### config.mk
export PLATFORM = sky130hd
export DESIGN_NAME = fpalu_sub_seq
export DESIGN_NICKNAME = d
export VERILOG_FILES = /design/src/rtl/fpalu_sub_seq.sv
export SDC_FILE = /design/constraint.sdc
export NUM_CORES = 1
export LEC_CHECK = 0
export CORE_ASPECT_RATIO = 1.2
export CORE_UTILIZATION = 45
export DETAILED_ROUTE_END_ITERATION = 10
export GPL_TIMING_DRIVEN = 0
export PLACE_DENSITY = 0.77
export SYNTH_ARGS = -nofsm -noshare
export SYNTH_HDL_FRONTEND = slang
export SYNTH_SLANG_ARGS = --single-unit
### constraint.sdc
create_clock -name clk -period 4.5 [get_ports clk]
set_clock_uncertainty 0.15 [all_clocks]
set_input_delay 1.35 -clock clk [delete_from_list [all_inputs] [get_ports clk]]
set_output_delay 1.35 -clock clk [all_outputs]
set_load 0.01 [all_outputs]
### src/rtl/fpalu_sub_seq.sv
// Multi-cycle IEEE-754 single-precision subtractor: diff = a_in - b_in.
// Truncating, denormals flushed, one alignment or normalization shift per cycle.
module fpalu_sub_seq (
  input  logic        clk,
  input  logic        rst_n,
  input  logic        start,
  input  logic [31:0] a_in,
  input  logic [31:0] b_in,
  output logic        busy,
  output logic        done,
  output logic [31:0] diff,
  output logic        overflow,
  output logic        underflow
);

  typedef enum logic [2:0] {IDLE, ALIGN, ADD, NORM, DONE} state_t;

  state_t      state, state_nx;
  logic [7:0]  ea, eb, exp_gap, exp_r;
  logic [23:0] ma, mb;
  logic        sa, sb, swap;
  logic [4:0]  shift_amt, cnt;
  logic        sign_a, sign_b, inf_in;
  logic [24:0] sig_a, sig_b;
  logic        norm_left, norm_last;

  // Operand unpack and magnitude ordering, used only on the accepting edge.
  always_comb begin
    ea        = a_in[30:23];
    eb        = b_in[30:23];
    ma        = (ea == '0) ? '0 : {1'b1, a_in[22:0]};
    mb        = (eb == '0) ? '0 : {1'b1, b_in[22:0]};
    sa        = a_in[31];
    sb        = ~b_in[31];
    swap      = (eb > ea) || ((eb == ea) && (mb > ma));
    exp_gap   = swap ? (eb - ea) : (ea - eb);
    shift_amt = (exp_gap > 8'd25) ? 5'd25 : exp_gap[4:0];
  end

  // Left shift stops once bit 23 lands or the exponent bottoms out at 0.
  assign norm_left = !sig_a[24] && !sig_a[23] && (sig_a != '0) && (exp_r != '0);
  assign norm_last = !norm_left || sig_a[22] || (exp_r == 8'd1);
  assign busy      = (state != IDLE);

  always_ff @(posedge clk or negedge rst_n) begin
    if (!rst_n) state <= IDLE;
    else        state <= state_nx;
  end

  always_comb begin
    state_nx = state;
    case (state)
      IDLE:    if (start) state_nx = ALIGN;
      ALIGN:   if (cnt <= 5'd1) state_nx = ADD;
      ADD:     state_nx = NORM;
      NORM:    if (norm_last) state_nx = DONE;
      DONE:    state_nx = IDLE;
      default: state_nx = IDLE;
    endcase
  end

  always_ff @(posedge clk or negedge rst_n) begin
    if (!rst_n) begin
      sign_a    <= 1'b0;
      sign_b    <= 1'b0;
      exp_r     <= '0;
      sig_a     <= '0;
      sig_b     <= '0;
      cnt       <= '0;
      inf_in    <= 1'b0;
      done      <= 1'b0;
      diff      <= '0;
      overflow  <= 1'b0;
      underflow <= 1'b0;
    end else begin
      done <= 1'b0;
      case (state)
        IDLE: if (start) begin
          sign_a <= swap ? sb : sa;
          sign_b <= swap ? sa : sb;
          exp_r  <= swap ? eb : ea;
          sig_a  <= {1'b0, swap ? mb : ma};
          sig_b  <= {1'b0, swap ? ma : mb};
          cnt    <= shift_amt;
          inf_in <= (ea == 8'hFF) || (eb == 8'hFF);
        end
        ALIGN: if (cnt != '0) begin
          sig_b <= sig_b >> 1;
          cnt   <= cnt - 5'd1;
        end
        ADD: sig_a <= (sign_a == sign_b) ? (sig_a + sig_b) : (sig_a - sig_b);
        NORM: begin
          if (sig_a[24]) begin
            sig_a <= sig_a >> 1;
            exp_r <= exp_r + 8'd1;
          end else if (norm_left) begin
            sig_a <= sig_a << 1;
            exp_r <= exp_r - 8'd1;
          end
        end
        DONE: begin
          done <= 1'b1;
          if (inf_in || (exp_r == 8'hFF)) begin
            diff      <= {sign_a, 8'hFF, 23'h0};
            overflow  <= 1'b1;
            underflow <= 1'b0;
          end else if (sig_a == '0) begin
            diff      <= '0;
            overflow  <= 1'b0;
            underflow <= 1'b0;
          end else if (exp_r == '0) begin
            diff      <= {sign_a, 31'h0};
            overflow  <= 1'b0;
            underflow <= 1'b1;
          end else begin
            diff      <= {sign_a, exp_r, sig_a[22:0]};
            overflow  <= 1'b0;
            underflow <= 1'b0;
          end
        end
        default: ;
      endcase
    end
  end

endmodule

# [Word level (Yosys, flattened, before mapping)]
# Cells that the tools add are included.
[op_classes] order_cmp=4 bitwise_logic=1 mux=36 reduce_logical=30 n_addsub=7 n_eq_ne=15
[ops] op="$mux 25" n=6
[ops] op="$mux 24" n=4
[ops] op="$pmux 25 s3" n=1
[ops] op="$mux 32" n=2
[ops] op="$pmux 25 s2" n=1
[ops] op="$mux 8" n=5
[ops] op="$mux 31" n=1
[ops] op="$add 25x25->25" n=1
[ops] op="$logic_not 25->1" n=1
[ops] op="$reduce_bool 25->1" n=1
[ops] op="$sub 25x25->25" n=1
[ops] op="$eq 8x8->1 const B" n=3
[ops] op="$gt 24x24->1" n=1
[ops] op="$logic_not 8->1" n=3
[ops] op="$pmux 8 s2" n=1
[ops] op="$sub 8x8->8" n=2
[ops] op="$mux 5" n=3
[ops] op="$pmux 3 s4" n=1
[ops] op="$reduce_and 3->1" n=4
[ops] op="$pmux 5 s2" n=1
[ops] op="$mux 3" n=3
[ops] op="$add 8x1->8 const B" n=1
[ops] op="$eq 8x1->1 const B" n=1
[ops] op="$eq 8x8->1" n=1
[ops] op="22 further kinds" n=44
[word_totals] out_inout_bits=36 register_bits=104

# [Depth between registers and ports, before layout]
[logic_depth] depth_word=10 mapped_depth=18 ltp_nobuf=17

# [Worst setup path after synthesis]
# OpenSTA, ideal clock, no wires.
[synth_timing] kind="input port to flip-flop" start="input port a_in[25]" end="register cnt[0]" t_required_ns=4.219 t_arrival_ns=4.219 setup_ns=0.131 setup_slack_ns=0.000 path_stages=16 cell_sequence="nor4_1 > nand2_1 > clkbuf_1 > clkbuf_1 > nand2_1 > ha_1 > nand4_1 > nor4_1 > nand4_1 > o31ai_1 > a41o_1 > buf_2 > mux2_2 > xnor2_1 > a311oi_1 > a211oi_1"
[synth_between] elab_chain_len=10
[synth_lines] item="from (decl)" line="7" source="input logic [31:0] a_in,"
[synth_lines] item="$logic_not 8->1" line="31" source="ma = (ea == '0) ? '0 : {1'b1, a_in[22:0]};"
[synth_lines] item="$mux 24" line="31"
[synth_lines] item="$gt 24x24->1" line="35" source="swap = (eb > ea) || ((eb == ea) && (mb > ma));"
[synth_lines] item="$logic_and 1x1->1" line="35"
[synth_lines] item="$logic_or 1x1->1" line="35"
[synth_lines] item="$mux 8 (*)" line="36" source="exp_gap = swap ? (eb - ea) : (ea - eb);"
[synth_lines] item="$gt 8x5->1" line="37" source="shift_amt = (exp_gap > 8'd25) ? 5'd25 : exp_gap[4:0];"
[synth_lines] item="$mux 5 (*)" line="37"
[synth_lines] item="$mux 5 (*)" line="78" source="IDLE: if (start) begin"
[synth_lines] item="$pmux 5 s2 (*)" line="77" source="case (state)"
[synth_lines] item="to (signal assigned)" line="84" source="cnt <= shift_amt;"
[synth_lines] item="to (signal assigned)" line="89" source="cnt <= cnt - 5'd1;"
[synth_lines] item="to (decl)" line="22" source="logic [4:0] shift_amt, cnt;"
# Mark *: on every way between the ends. The rest lies on a longest branch, timed or not. The select of a mux whose other input is x is not followed.
# A chain may end at the register's enable or synchronous reset.

# [Worst setup path after layout]
[layout_timing] start="input port b_in[27]" end="register cnt[0]"
[layout_between] elab_chain_len=10
[layout_lines] item="from (decl)" line="8" source="input logic [31:0] b_in,"
[layout_lines] item="$logic_not 8->1" line="32" source="mb = (eb == '0) ? '0 : {1'b1, b_in[22:0]};"
[layout_lines] item="$mux 24" line="32"
[layout_lines] item="$gt 24x24->1" line="35"
[layout_lines] item="$logic_and 1x1->1" line="35"
[layout_lines] item="$logic_or 1x1->1" line="35"
[layout_lines] item="$mux 8 (*)" line="36"
[layout_lines] item="$gt 8x5->1" line="37"
[layout_lines] item="$mux 5 (*)" line="37"
[layout_lines] item="$mux 5 (*)" line="78"
[layout_lines] item="$pmux 5 s2 (*)" line="77"
# Marks and branches as above.

==> metrics list <==
* Critical path cell sequence: buf_6 > nor4_4 > nand2_4 > clkbuf_16 > buf_8 > nand2_4 > inv_4 > ha_4 > nand4_1 > buf_6 > nor4_4 > nand4_1 > o31ai_1 > a41o_1 > buf_6 > mux2_4 > xnor2_4 > a311oi_2 > a211oi_2
* Sequential cell fraction of total power: 20.5%
* DPL Wire Length: 22.8 mm
- # nets final: 1,446
- STA classifies the critical path endpoint as a register.
- The final-report max-slew violation count was 0.
- The first detailed-routing pass took 5 iterations.
- Net switching fraction of the power: 50.4%
* Register area share after synthesis: 28.6%
- Antenna violations before repair: 1
* Tightest Hold Check Type: register to register
- The worst setup path is launched from an input pin.
* Number of setup violations in the final report: 43
- Internal power: 4.76 mW
- The worst-case IR drop observed on VDD is 389 uV.
- Vias: 9,504
- Input and output buffers added on the ports amount to 102.
* Number of instances in the synthesized netlist: 1,165
* Combinational share of power: 70.5%
- Clock Sinks: 103
* Ratio of cells with drive above 1 in the final layout: 13.6%
* Crit path max-delay cell type: mux2_4
* Global-route wire length before repair: 46.8 mm
- The number of global-route vias before repair came to 8,847.
* Psw: 4.84 mW
* Placed cell areas: 10,400 sq um
- Critical path type: input pin to register
- In the synthesized netlist the async set-or-reset flop fraction comes to 100%.
- The cell that appears most often on the critical path is buf_6.
* I/O pin cnt: 103
- Area added between synthesis and finish: 28.4%
* Average routed wire per standard cell: 19.0 microns
* Final RePlAce weighted congestion: 0.988
- Met3 Use GR: 3.77%
* CTS clock-pin slew for the worst setup and hold paths: 0.07 ns
- TritonCTS built the clock tree.
- For this run, the slowest stage of the critical path takes 0.34 ns.
* Total clock buffers created by CTS: 9
* Proportion of power drawn by the clock network: 9.0%
* Met2 track demand over resource: 48.2%
- The multi-input combinational cells in the finished layout cover a total of 6360 sq um.
* Latest clock arrival within the worst-skew pair: 0.35 ns
- The die is 157 microns tall.
- Across every metal layer, demand over resource in global routing totals 28.7%.
- CP Data Required Time: 4.58 ns
- Transition at the pin with the smallest max-transition slack: 1.33 ns
* Cell area after synthesis: 9010 sq um
- In the finished design, the share of the clock period the worst path needs comes to 104%.
- Congestion Overflow GR: 0
- Summed over all failing endpoints, the final setup total negative slack is -3.06 ns.
- The global routing stage identified its most utilized layer as met2.
- Largest net degree at the start of global routing: 61
- The layout has 1,712 filler cells.
- The run finished, with violations left.
- Vias per Instance: 6.05
* Number of different library cells in the post-synthesis netlist: 73
- Final worst setup slack: -0.170 ns
- The die covers 20,600 sq um.
* Upper clock frequency limit: 214 MHz
- The floorplan step defined a core boundary enclosing 19,600 sq um.
- After layout, the minimum clock period comes to 4.67 ns.
* Post-synthesis register bit count: 103
* Leak Pwr: 5.11 nW
- Synthesized area per cell: 7.74 sq um
- The number of nets handed over by synthesis was 1,306.
- For this run, design rule violations remaining after detail routing come to 0.
- Row count: 56
- The top cell types in the final layout, fill and taps aside, are nand2_1 (151), dfrtp_1 (103), o21ai_0 (98).
- Max-cap violations in this run came to 0.
- Data arrival time at the worst-slack endpoint: 4.75 ns
- For this run, global-route usage on met1 was measured as 36.1%.
- Yosys mapped a number of flops with a built-in enable equal to 0.
- Hold is met by 0.345 ns.
- H-Tree Depth: 3
* Width of the chip: 131 microns
* Post-Route WL: 29.8 mm
- Commonest register cell after synthesis: dfrtp_1
- # hold bufs at CTS: 0
* Failing checks: negative setup slack
- Areal power density over the cells: 830 nW/um^2
* Setup repair after global routing missed its margin: yes
- Maximum number of buffers from clock root to sink: 2
- The Yosys step of the flow raised 0 warnings.
- Along the worst path, the maximum fanout reaches 6.
- The library cell used most frequently in the layout, excluding fill and tap cells, is nand2_1.
- CTS root buffer: clkbuf_16
- For this configuration, the core starts out at a cell density of 46.0%.
- The finished cells cover 11,600 sq um.
- The final hold violation count was 0.
* Number of DRC markers after the initial detailed-route iteration: 838
- The count of nets left with antenna violations once routing finished came out at 0.
- Summing all flip-flop and latch instances after layout gives 2580 sq um.
* Worst relative slew slack: 10.7%
stage by stage:
stage / power [mW] / setup WS (ns) / cells / util [%]
2_1_floorplan: 6.57 / 0.00373 / 1165 / -
3_3_place_gp: 8.30 / -1.96 / 1528 / 52.8
3_5_place_dp: 8.39 / -2.04 / 1529 / 53.0
4_1_cts: 9.35 / 0.000353 / 1565 / 57.4
5_1_grt: 10.4 / -0.290 / 1571 / 59.0
6_report: 9.60 / -0.170 / 1572 / 59.0
registers in the layout, indices dropped and copies added (netlist names):
signal     cells
inf_in         1
cnt            5
sign_b         1
done           1
underflow      1
diff          32
sign_a         1
state          3
sig_a         25
overflow       1
sig_b         24
exp_r          8
synthesized netlist by cell type (12+ instances only):
cell	n	area [sq um]
a21o_1	18	135
a21oi_1	92	460
a22o_1	25	219
buf_2	19	95.1
clkbuf_1	47	176
dfrtp_1	103	2580
ha_1	71	888
inv_1	68	255
mux2i_1	12	120
nand2_1	164	616
nand3_1	27	135
nand4_1	16	100
nor2_1	76	285
nor3_1	23	115
nor4_1	12	75.1
o211ai_1	25	188
o21ai_0	128	641
o21ai_1	12	60.1
xnor2_1	27	236
xor2_1	19	166
per-layer routing:
metal	share of wire (%)	wire, microns
met5	0	0
met4	4.5	1350
met3	6.6	1950
met2	47	14000
met1	42	12500
what timing repair did:
| item | 4_1_cts | 5_1_grt |
|---|---|---|
| cloned | 0 | 0 |
| pin swaps | 26 | 27 |
| setup endpoints to repair | 63 | 64 |
| endpoints found under the hold margin | 0 | 0 |
| gates resized for setup | 171 | 86 |
| setup buffers | 20 | 6 |
area by class of cell:
class / instances / share of cell area [%]
sequential: 103 / 22.3
multi-input combinational: 923 / 55.0
clock inverter: 5 / 0.681
buffer: 70 / 3.94
tap: 261 / 2.82
inverter: 69 / 2.26
clock buffer: 11 / 2.18
timing repair buffer: 129 / 10.8
antenna: 1 / 0.0216
kinds of logic (layout without fill, tap and decap cells):
family | after synthesis | after routing | share of synthesized area (%)
other cells | 0 | 1 | 0
xor+xnor | 46 | 46 | 4.47
simple gates | 370 | 370 | 19.1
buf+inv | 139 | 284 | 6.13
mux | 18 | 18 | 2.08
compound gates | 415 | 415 | 29.1
fa+ha+maj | 74 | 74 | 10.5
flops | 103 | 103 | 28.6
critical path: cells and delay by family:
kind	cells	cell delay [ns]
compound gates	4	0.68
xor+xnor	1	0.14
fa+ha+maj	1	0.25
buf+inv	6	0.79
mux	1	0.34
simple gates	6	1.17
power groups by stage:
stage	combinational, mW	clock (mW)	sequential (mW)
2_1_floorplan	4.72	0	1.85
3_3_place_gp	6.35	0	1.95
3_5_place_dp	6.43	0	1.96
4_1_cts	6.54	0.868	1.95
5_1_grt	7.42	0.904	2.04
6_report	6.77	0.864	1.97
final timing paths:
check,slack [ns],cells past startpoint,from,endpoint
setup / recovery,-0.17,19,b_in[27],cnt[0]$_DFFE_PN0P_
hold / removal,0.35,2,diff[31]$_DFFE_PN0P_,diff[31]$_DFFE_PN0P_
setup reg to reg,0.24,14,sign_a$_DFFE_PN0P_,sig_a[23]$_DFFE_PN0P_
hold reg to reg,0.35,2,diff[31]$_DFFE_PN0P_,diff[31]$_DFFE_PN0P_
max in group asynchronous,2.64,2,rst_n,diff[23]$_DFFE_PN0P_
min in group asynchronous,0.84,1,rst_n,sig_b[1]$_DFFE_PN0P_
No activity file was read; power rests on OpenSTA's default activity.
